<file path="config.mk">
export PLATFORM = sky130hd
export DESIGN_NAME = dsp_demux_acc_flat
export DESIGN_NICKNAME = d
export VERILOG_FILES = /design/src/rtl/dsp_demux_acc_if.sv /design/src/rtl/dsp_demux_acc.sv /design/src/flat_wrapper.sv
export SDC_FILE = /design/constraint.sdc
export NUM_CORES = 1
export LEC_CHECK = 0
export ABC_AREA = 1
export CAP_MARGIN = 10
export CORE_MARGIN = 5
export CORE_UTILIZATION = 50
export DETAILED_ROUTE_END_ITERATION = 16
export GPL_TIMING_DRIVEN = 0
export PLACE_DENSITY_LB_ADDON = 0.3
export SLEW_MARGIN = 15
export SYNTH_ARGS = -nofsm -noshare
export SYNTH_HDL_FRONTEND = slang
export SYNTH_SLANG_ARGS = --single-unit
</file>
<file path="constraint.sdc">
create_clock -name clk -period 1.94 [get_ports clk]
set_clock_uncertainty 0.1 [all_clocks]
set_input_delay 0.194 -clock clk [delete_from_list [all_inputs] [get_ports clk]]
set_output_delay 0.194 -clock clk [all_outputs]
set_load 0.02 [all_outputs]
</file>
<file path="src/rtl/dsp_demux_acc_if.sv">
// dsp_demux_acc_if -- bundle of the product input, the sample output and the
// status signals of dsp_demux_acc.
//
// Handshake semantics: the product side is a strobe only (din_en cannot be
// stalled, din_ready is purely advisory); a sample on the output side moves
// on a rising clk edge where dout_valid and dout_ready are both high, and
// dout_data/dout_lane hold steady while dout_valid is high and dout_ready
// is low.
//
// Signals:
//   din_en / din_ab / din_db    product pair from the packed INT8 multiplier
//   din_ready                   at least one pair slot free (or freed this cycle)
//   dout_valid / dout_ready     output sample handshake
//   dout_data / dout_lane       INT8 result and its lane (0 = A, 1 = D)
//   ovf                         sticky: a completed pair was dropped
//   state_dbg                   output FSM state (0 IDLE, 1 LANE_A, 2 LANE_D)
// Modports: slave = the accumulator block, master = whatever feeds and drains it.
interface dsp_demux_acc_if;
  logic               din_en;
  logic signed [15:0] din_ab;
  logic signed [15:0] din_db;
  logic               din_ready;
  logic               dout_valid;
  logic               dout_ready;
  logic        [7:0]  dout_data;
  logic               dout_lane;
  logic               ovf;
  logic        [1:0]  state_dbg;

  modport slave (
    input  din_en, din_ab, din_db, dout_ready,
    output din_ready, dout_valid, dout_data, dout_lane, ovf, state_dbg
  );

  modport master (
    output din_en, din_ab, din_db, dout_ready,
    input  din_ready, dout_valid, dout_data, dout_lane, ovf, state_dbg
  );
endinterface

</file>
<file path="src/rtl/dsp_demux_acc.sv">
// dsp_demux_acc -- accumulates TAPS dual products (lanes A and D) from a
// packed INT8 multiplier, shifts each completed sum right by SHIFT, reduces
// it to INT8 and queues the pair in a 2-entry buffer. An output FSM then
// serialises every pair as two samples: lane A first, then lane D.
//
// Ports:
//   clk    rising-edge clock
//   rst_n  asynchronous active-low reset
//   bus    dsp_demux_acc_if.slave (product input, sample output, ovf, state)
//
// Build option: define DSP_DEMUX_ROUND_EN to round half up before the shift
// and saturate to [-128,127]; otherwise the shift floors and the low byte
// wraps.
module dsp_demux_acc #(
  parameter int TAPS  = 4,
  parameter int ACC_W = 20,
  parameter int SHIFT = 2
) (
  input logic            clk,
  input logic            rst_n,
  dsp_demux_acc_if.slave bus
);

  typedef enum logic [1:0] {
    IDLE   = 2'd0,
    LANE_A = 2'd1,
    LANE_D = 2'd2
  } state_t;

  localparam int CNT_W = (TAPS > 1) ? $clog2(TAPS) : 1;
  localparam logic [CNT_W-1:0] LAST_TAP = CNT_W'(TAPS - 1);

`ifdef DSP_DEMUX_ROUND_EN
  // 2^(SHIFT-1), or zero when SHIFT is zero.
  localparam logic [ACC_W:0] RND = ((ACC_W+1)'(1) << SHIFT) >> 1;

  function automatic logic [7:0] post_proc(input logic signed [ACC_W-1:0] s);
    logic signed [ACC_W:0] t;
    // One guard bit so the rounding addend can never overflow.
    t = $signed({s[ACC_W-1], s} + RND) >>> SHIFT;
    if ((t[ACC_W:7] == '0) || (t[ACC_W:7] == '1)) begin
      return t[7:0];
    end else if (t[ACC_W]) begin
      return 8'h80;
    end else begin
      return 8'h7f;
    end
  endfunction
`else
  function automatic logic [7:0] post_proc(input logic signed [ACC_W-1:0] s);
    return 8'(s >>> SHIFT);
  endfunction
`endif

  logic signed [ACC_W-1:0] acc_a, acc_d;
  logic signed [ACC_W-1:0] sum_a, sum_d;
  logic        [CNT_W-1:0] tap_cnt;
  logic                    last_tap;

  logic [7:0] mem_a [2];
  logic [7:0] mem_d [2];
  logic       wr_ptr, rd_ptr;
  logic [1:0] count, count_next;
  logic       pop, wr_ok, drop;
  logic       ovf_q;

  state_t state, state_next;

  assign sum_a    = acc_a + {{(ACC_W-16){bus.din_ab[15]}}, bus.din_ab};
  assign sum_d    = acc_d + {{(ACC_W-16){bus.din_db[15]}}, bus.din_db};
  assign last_tap = bus.din_en && (tap_cnt == LAST_TAP);

  // A pair leaves on the lane D handshake; that pop can make room for a
  // completion landing in the same cycle.
  assign pop        = (state == LANE_D) && bus.dout_ready;
  assign wr_ok      = last_tap && ((count != 2'd2) || pop);
  assign drop       = last_tap && (count == 2'd2) && !pop;
  assign count_next = count + {1'b0, wr_ok} - {1'b0, pop};

  always_ff @(posedge clk or negedge rst_n) begin
    if (!rst_n) begin
      acc_a   <= '0;
      acc_d   <= '0;
      tap_cnt <= '0;
    end else if (bus.din_en) begin
      if (last_tap) begin
        acc_a   <= '0;
        acc_d   <= '0;
        tap_cnt <= '0;
      end else begin
        acc_a   <= sum_a;
        acc_d   <= sum_d;
        tap_cnt <= tap_cnt + 1'b1;
      end
    end
  end

  always_ff @(posedge clk or negedge rst_n) begin
    if (!rst_n) begin
      mem_a[0] <= '0;
      mem_a[1] <= '0;
      mem_d[0] <= '0;
      mem_d[1] <= '0;
      wr_ptr   <= 1'b0;
      rd_ptr   <= 1'b0;
      count    <= 2'd0;
      ovf_q    <= 1'b0;
    end else begin
      if (wr_ok) begin
        mem_a[wr_ptr] <= post_proc(sum_a);
        mem_d[wr_ptr] <= post_proc(sum_d);
        wr_ptr        <= ~wr_ptr;
      end
      if (pop) begin
        rd_ptr <= ~rd_ptr;
      end
      count <= count_next;
      if (drop) begin
        ovf_q <= 1'b1;
      end
    end
  end

  always_ff @(posedge clk or negedge rst_n) begin
    if (!rst_n) begin
      state <= IDLE;
    end else begin
      state <= state_next;
    end
  end

  // Looking at count_next lets IDLE leave in the same edge as the write.
  always_comb begin
    state_next = state;
    case (state)
      IDLE: begin
        if (count_next != 2'd0) state_next = LANE_A;
      end
      LANE_A: begin
        if (bus.dout_ready) state_next = LANE_D;
      end
      LANE_D: begin
        if (bus.dout_ready) state_next = (count_next != 2'd0) ? LANE_A : IDLE;
      end
      default: state_next = IDLE;
    endcase
  end

  always_comb begin
    bus.dout_data = 8'h00;
    case (state)
      LANE_A:  bus.dout_data = mem_a[rd_ptr];
      LANE_D:  bus.dout_data = mem_d[rd_ptr];
      default: bus.dout_data = 8'h00;
    endcase
  end

  assign bus.dout_valid = (state == LANE_A) || (state == LANE_D);
  assign bus.dout_lane  = (state == LANE_D);
  assign bus.din_ready  = (count != 2'd2) || pop;
  assign bus.ovf        = ovf_q;
  assign bus.state_dbg  = state;

endmodule

</file>
<file path="src/flat_wrapper.sv">
// flat-port wrapper written by rule: the top's interface ports become plain ports
module dsp_demux_acc_flat 
#(
  parameter int TAPS  = 4,
  parameter int ACC_W = 20,
  parameter int SHIFT = 2
)
  (clk, rst_n, bus_din_en, bus_din_ab, bus_din_db, bus_dout_ready, bus_din_ready, bus_dout_valid, bus_dout_data, bus_dout_lane, bus_ovf, bus_state_dbg);
  dsp_demux_acc_if bus_i ();
  input logic clk;
  input logic rst_n;
  input wire logic [$bits(bus_i.din_en)-1:0] bus_din_en;
  input wire logic [$bits(bus_i.din_ab)-1:0] bus_din_ab;
  input wire logic [$bits(bus_i.din_db)-1:0] bus_din_db;
  input wire logic [$bits(bus_i.dout_ready)-1:0] bus_dout_ready;
  output wire logic [$bits(bus_i.din_ready)-1:0] bus_din_ready;
  output wire logic [$bits(bus_i.dout_valid)-1:0] bus_dout_valid;
  output wire logic [$bits(bus_i.dout_data)-1:0] bus_dout_data;
  output wire logic [$bits(bus_i.dout_lane)-1:0] bus_dout_lane;
  output wire logic [$bits(bus_i.ovf)-1:0] bus_ovf;
  output wire logic [$bits(bus_i.state_dbg)-1:0] bus_state_dbg;
  assign bus_i.din_en = bus_din_en;
  assign bus_i.din_ab = bus_din_ab;
  assign bus_i.din_db = bus_din_db;
  assign bus_i.dout_ready = bus_dout_ready;
  assign bus_din_ready = bus_i.din_ready;
  assign bus_dout_valid = bus_i.dout_valid;
  assign bus_dout_data = bus_i.dout_data;
  assign bus_dout_lane = bus_i.dout_lane;
  assign bus_ovf = bus_i.ovf;
  assign bus_state_dbg = bus_i.state_dbg;
  dsp_demux_acc #(.TAPS(TAPS), .ACC_W(ACC_W), .SHIFT(SHIFT)) u_core (.clk(clk), .rst_n(rst_n), .bus(bus_i));
endmodule
</file>
==> implementation parameters <==
Parameter                              Value

Outcome
  Result of the run    finished with violations
  Violations in the final reports    negative setup slack

Die
  Initial core utilization    51.0%
  Total number of placement rows    31
  Area of the placeable core    7180 um2
  Horiz. Die Dim    95.5 um
  Top-level port count    50
  Area enclosed by the die boundary    9120 um2
  Die height    95.5 um

Finish
  P&R area growth vs syn    30.1%
  Final cell count without fillers    634
  Share of cells above drive strength 1    18.3%
  Antenna cell count    0
  Net total in the final layout    593

Yosys
  Mux share of post-synthesis cell area    0%
  Yosys top cell area share    41.8%
  Most common library cells after synthesis    sky130_fd_sc_hd__nand2_1, sky130_fd_sc_hd__dfrtp_1, sky130_fd_sc_hd__inv_1
  Number of standard cells after synthesis    463
  Library cells used by synthesis    30
  Share of async-settable or async-resettable flops after synthesis    100%
  Post-synthesis compound-gate area fraction    14.1%
  Number of enable flip-flop cells after synthesis    0
  Library cell occupying the most area in the post-synthesis netlist    sky130_fd_sc_hd__dfrtp_1
  Simple-gate portion of the synthesized area    25.2%
  Per-instance average area after synthesis    7.90 um2
  Main combinational cell family by area after synthesis    simple AND/OR/NAND/NOR gates
  Adder and majority cell fraction of the synthesized area    9.31%
  Primary FF master, synth    sky130_fd_sc_hd__dfrtp_1
  Cell Area, Synth    3660 um2
  Sequential area share after synthesis    41.8%
  Net count after synthesis    525
  Xor and xnor area share after synthesis    2.40%
  Count of state elements after synthesis    61
  Top post-synthesis cells by area    sky130_fd_sc_hd__dfrtp_1, sky130_fd_sc_hd__nand2_1, sky130_fd_sc_hd__ha_1
  Cell with the most instances after synthesis    sky130_fd_sc_hd__nand2_1
  Number of warnings reported in the yosys synthesis log    0

Drt
  Overall via count from detail_route    3,414
  First DRT Iteration DRCs    182
  # DRC    0
  Vias per inst    5.38
  Remaining number of nets flagged by the antenna check after routing    0
  Routed length per placed instance    15.4 um
  Count of TritonRoute iterations in the first routing pass    5
  Total Wirelength    9.79 mm

Placement
  Post-place setup slack    -0.507 ns
  Weighted congestion at the end of routability-driven global placement    0.898
  Post-detail-place hpwl    6.76 mm
  Cell count after placement    600
  Port-buffer cells    37

Power and ir drop
  Lkg Pwr    2.37 nW
  Sum of internal, switching and leakage power    7.98 mW
  Highest ir drop seen on vdd    0.000772 V
  Power per standard cell area    1680 nW/um2

Min path
  Tightest Hold Check Type    in2async

Setup path
  Largest stage delay on the critical path    0.44 ns
  Buffering stage count on the worst path with inverters included    3
  Capturing point of the worst reg2reg path    u_core.mem_d[12]$_DFFE_PN0P_
  Family with the most delay on the worst path    flip-flops
  Data arrival time of the worst path    1.65 ns
  Slowest stage cell, crit path    sky130_fd_sc_hd__dfrtp_2
  Required time reported for the critical path endpoint    1.65 ns
  Stages on worst setup path    6
  Setup slack on the worst flop-to-flop path    -0.005 ns
  Critical Path, Cell by Cell    inv_2, ha_4, buf_6, o211ai_1, a21oi_2, buf_6
  Most frequent cell on the critical path    sky130_fd_sc_hd__buf_6
  CP max FO    6
  CP endpoint kind    output port
  R2R cell count    9
  Sort of element at the start of the critical path    flip-flop
  Reg-to-reg critical path startpoint    u_core.acc_d[0]$_DFFE_PN0P_
  Critical Setup Path Class    reg2out

STA
  Shortest period the worst path allows    1.94 ns
  Final number of max-transition violations    0
  Final clock period utilization by the worst path    100%
  Final setup slack of the worst path    -0.00489 ns
  Max Freq    514 MHz
  Hold Vio Cnt, Final    0
  Actual transition at the worst max-transition pin    0.525 ns
  Accumulated negative setup slack    -0.00513 ns
  Headroom to the max-slew limit    65.0%
  Count of final setup violators    2
  Worst-case hold slack    0.192 ns
  RSZ-0062 raised after global routing    yes

Clock network
  Clock-pin slew of the registers on the worst-case setup and hold paths    0.07 ns
  Buffer levels on the longest clock path    2
  CTS root buf    sky130_fd_sc_hd__clkbuf_8
  Clock network latency to the later pin of the worst-skew pair    0.34 ns
  CTS sink count    61
  H-tree levels    3
  TritonCTS clock tree    built
  TritonCTS buffer count    9

Job
  Max Cap Violations    0

GRT
  Global-route wire length before repair    15.8 mm
  Initial antenna violation count    0
  Maximum number of pins on one net before global-route repair    39
  Global-route usage over all layers    22.7%
  Vias in the first global route    3,399
  Total overflow reported by the global router    0
layout make-up:
cell class	count	area [um2]
Fill cell	605	2420
Buffer	13	93.8
Timing Repair Buffer	58	551
Tap cell	99	124
Clock inverter	4	95.1
Multi-Input combinational cell	337	2020
Clock buffer	11	151
Sequential cell	61	1530
Inverter	51	191
state kept, by name, indices dropped and copies added, names as in the netlist:
| signal | cells |
|---|---|
| u_core.bus.state_dbg | 2 |
| u_core.mem_a | 16 |
| u_core.acc_d | 10 |
| u_core.acc_a | 10 |
| u_core.bus.ovf | 1 |
| u_core.rd_ptr | 1 |
| u_core.wr_ptr | 1 |
| u_core.mem_d | 16 |
| u_core.count | 2 |
| u_core.tap_cnt | 2 |
cell families after synthesis:
kind of cell,after synthesis
XOR/XNOR,10
AND/OR/NAND/NOR,212
flip-flops,61
buffers and inverters,65
AO/OA/AOI/OAI,89
adder cells (fa/ha/maj),26
metrics by stage:
step,utilization [%],area (um2)
detailed placement,58.4,4190
global placement,58.2,4180
CTS,63.2,4530
floorplan,-,3680
global route,66.3,4760
finish,66.3,4760
cells in the final DEF (no fill, tap or decap), drive strengths merged:
cell type,instances
o22ai,2
ha,24
a22o,3
o21bai,5
xnor2,8
o2111ai,1
clkbuf,17
bufinv,3
nand4,6
nor2,13
a31oi,3
inv,51
xor2,2
nor3,3
a21oi,19
o21a,12
buf,37
fa,2
dlymetal6s2s,1
dlygate4sd3,1
nand3,46
clkinv,1
o211ai,2
dfrtp,61
nand2,141
clkdlybuf4s50,25
nand3b,3
o21ai,42
dlygate4sd2,1
report_power, final:
part / internal, mW / switching [mW] / total, mW
combinational: 1.73 / 2.57 / 4.30
clock: 0.915 / 0.518 / 1.43
sequential: 1.87 / 0.377 / 2.24
total: 4.51 / 3.46 / 7.98
per-layer routing:
metal | global-route usage (%) | vias up | wire length [um]
li1 | - | 1668 | -
met1 | 29.0 | 1620 | 4290
met2 | 37.8 | 112 | 4790
met3 | 4.58 | 14 | 562
met4 | 8.41 | 0 | 145
met5 | 0 | - | 0
how the worst max path moves through the flow:
stage	start	end	slack, ns
after global placement	rst_n	u_core.acc_a[7]$_DFFE_PN0P_	-1.44
after global routing	u_core.acc_d[0]$_DFFE_PN0P_	u_core.mem_d[12]$_DFFE_PN0P_	-0.09
after detailed placement	u_core.bus.state_dbg[1]$_DFFE_PN0P_	bus_dout_data[4]	-0.51
final	u_core.bus.state_dbg[1]$_DFFE_PN0P_	bus_dout_data[5]	-0.005
after floorplan	u_core.bus.state_dbg[0]$_DFFE_PN0P_	u_core.mem_d[2]$_DFFE_PN0P_	0.08
after CTS	u_core.bus.state_dbg[1]$_DFFE_PN0P_	bus_dout_data[4]	-0.01
what timing repair did:
| item | 4_1_cts | 5_1_grt |
|---|---|---|
| setup endpoints to repair | 17 | 38 |
| buffers inserted | 9 | 9 |
| resized for setup | 63 | 59 |
| pin swaps | 4 | 26 |
| cloned | 0 | 1 |
| hold endpoints to repair | 61 | 0 |
| hold buffers | 1 | 0 |
Note: power is estimated with default switching activity, not from simulation.
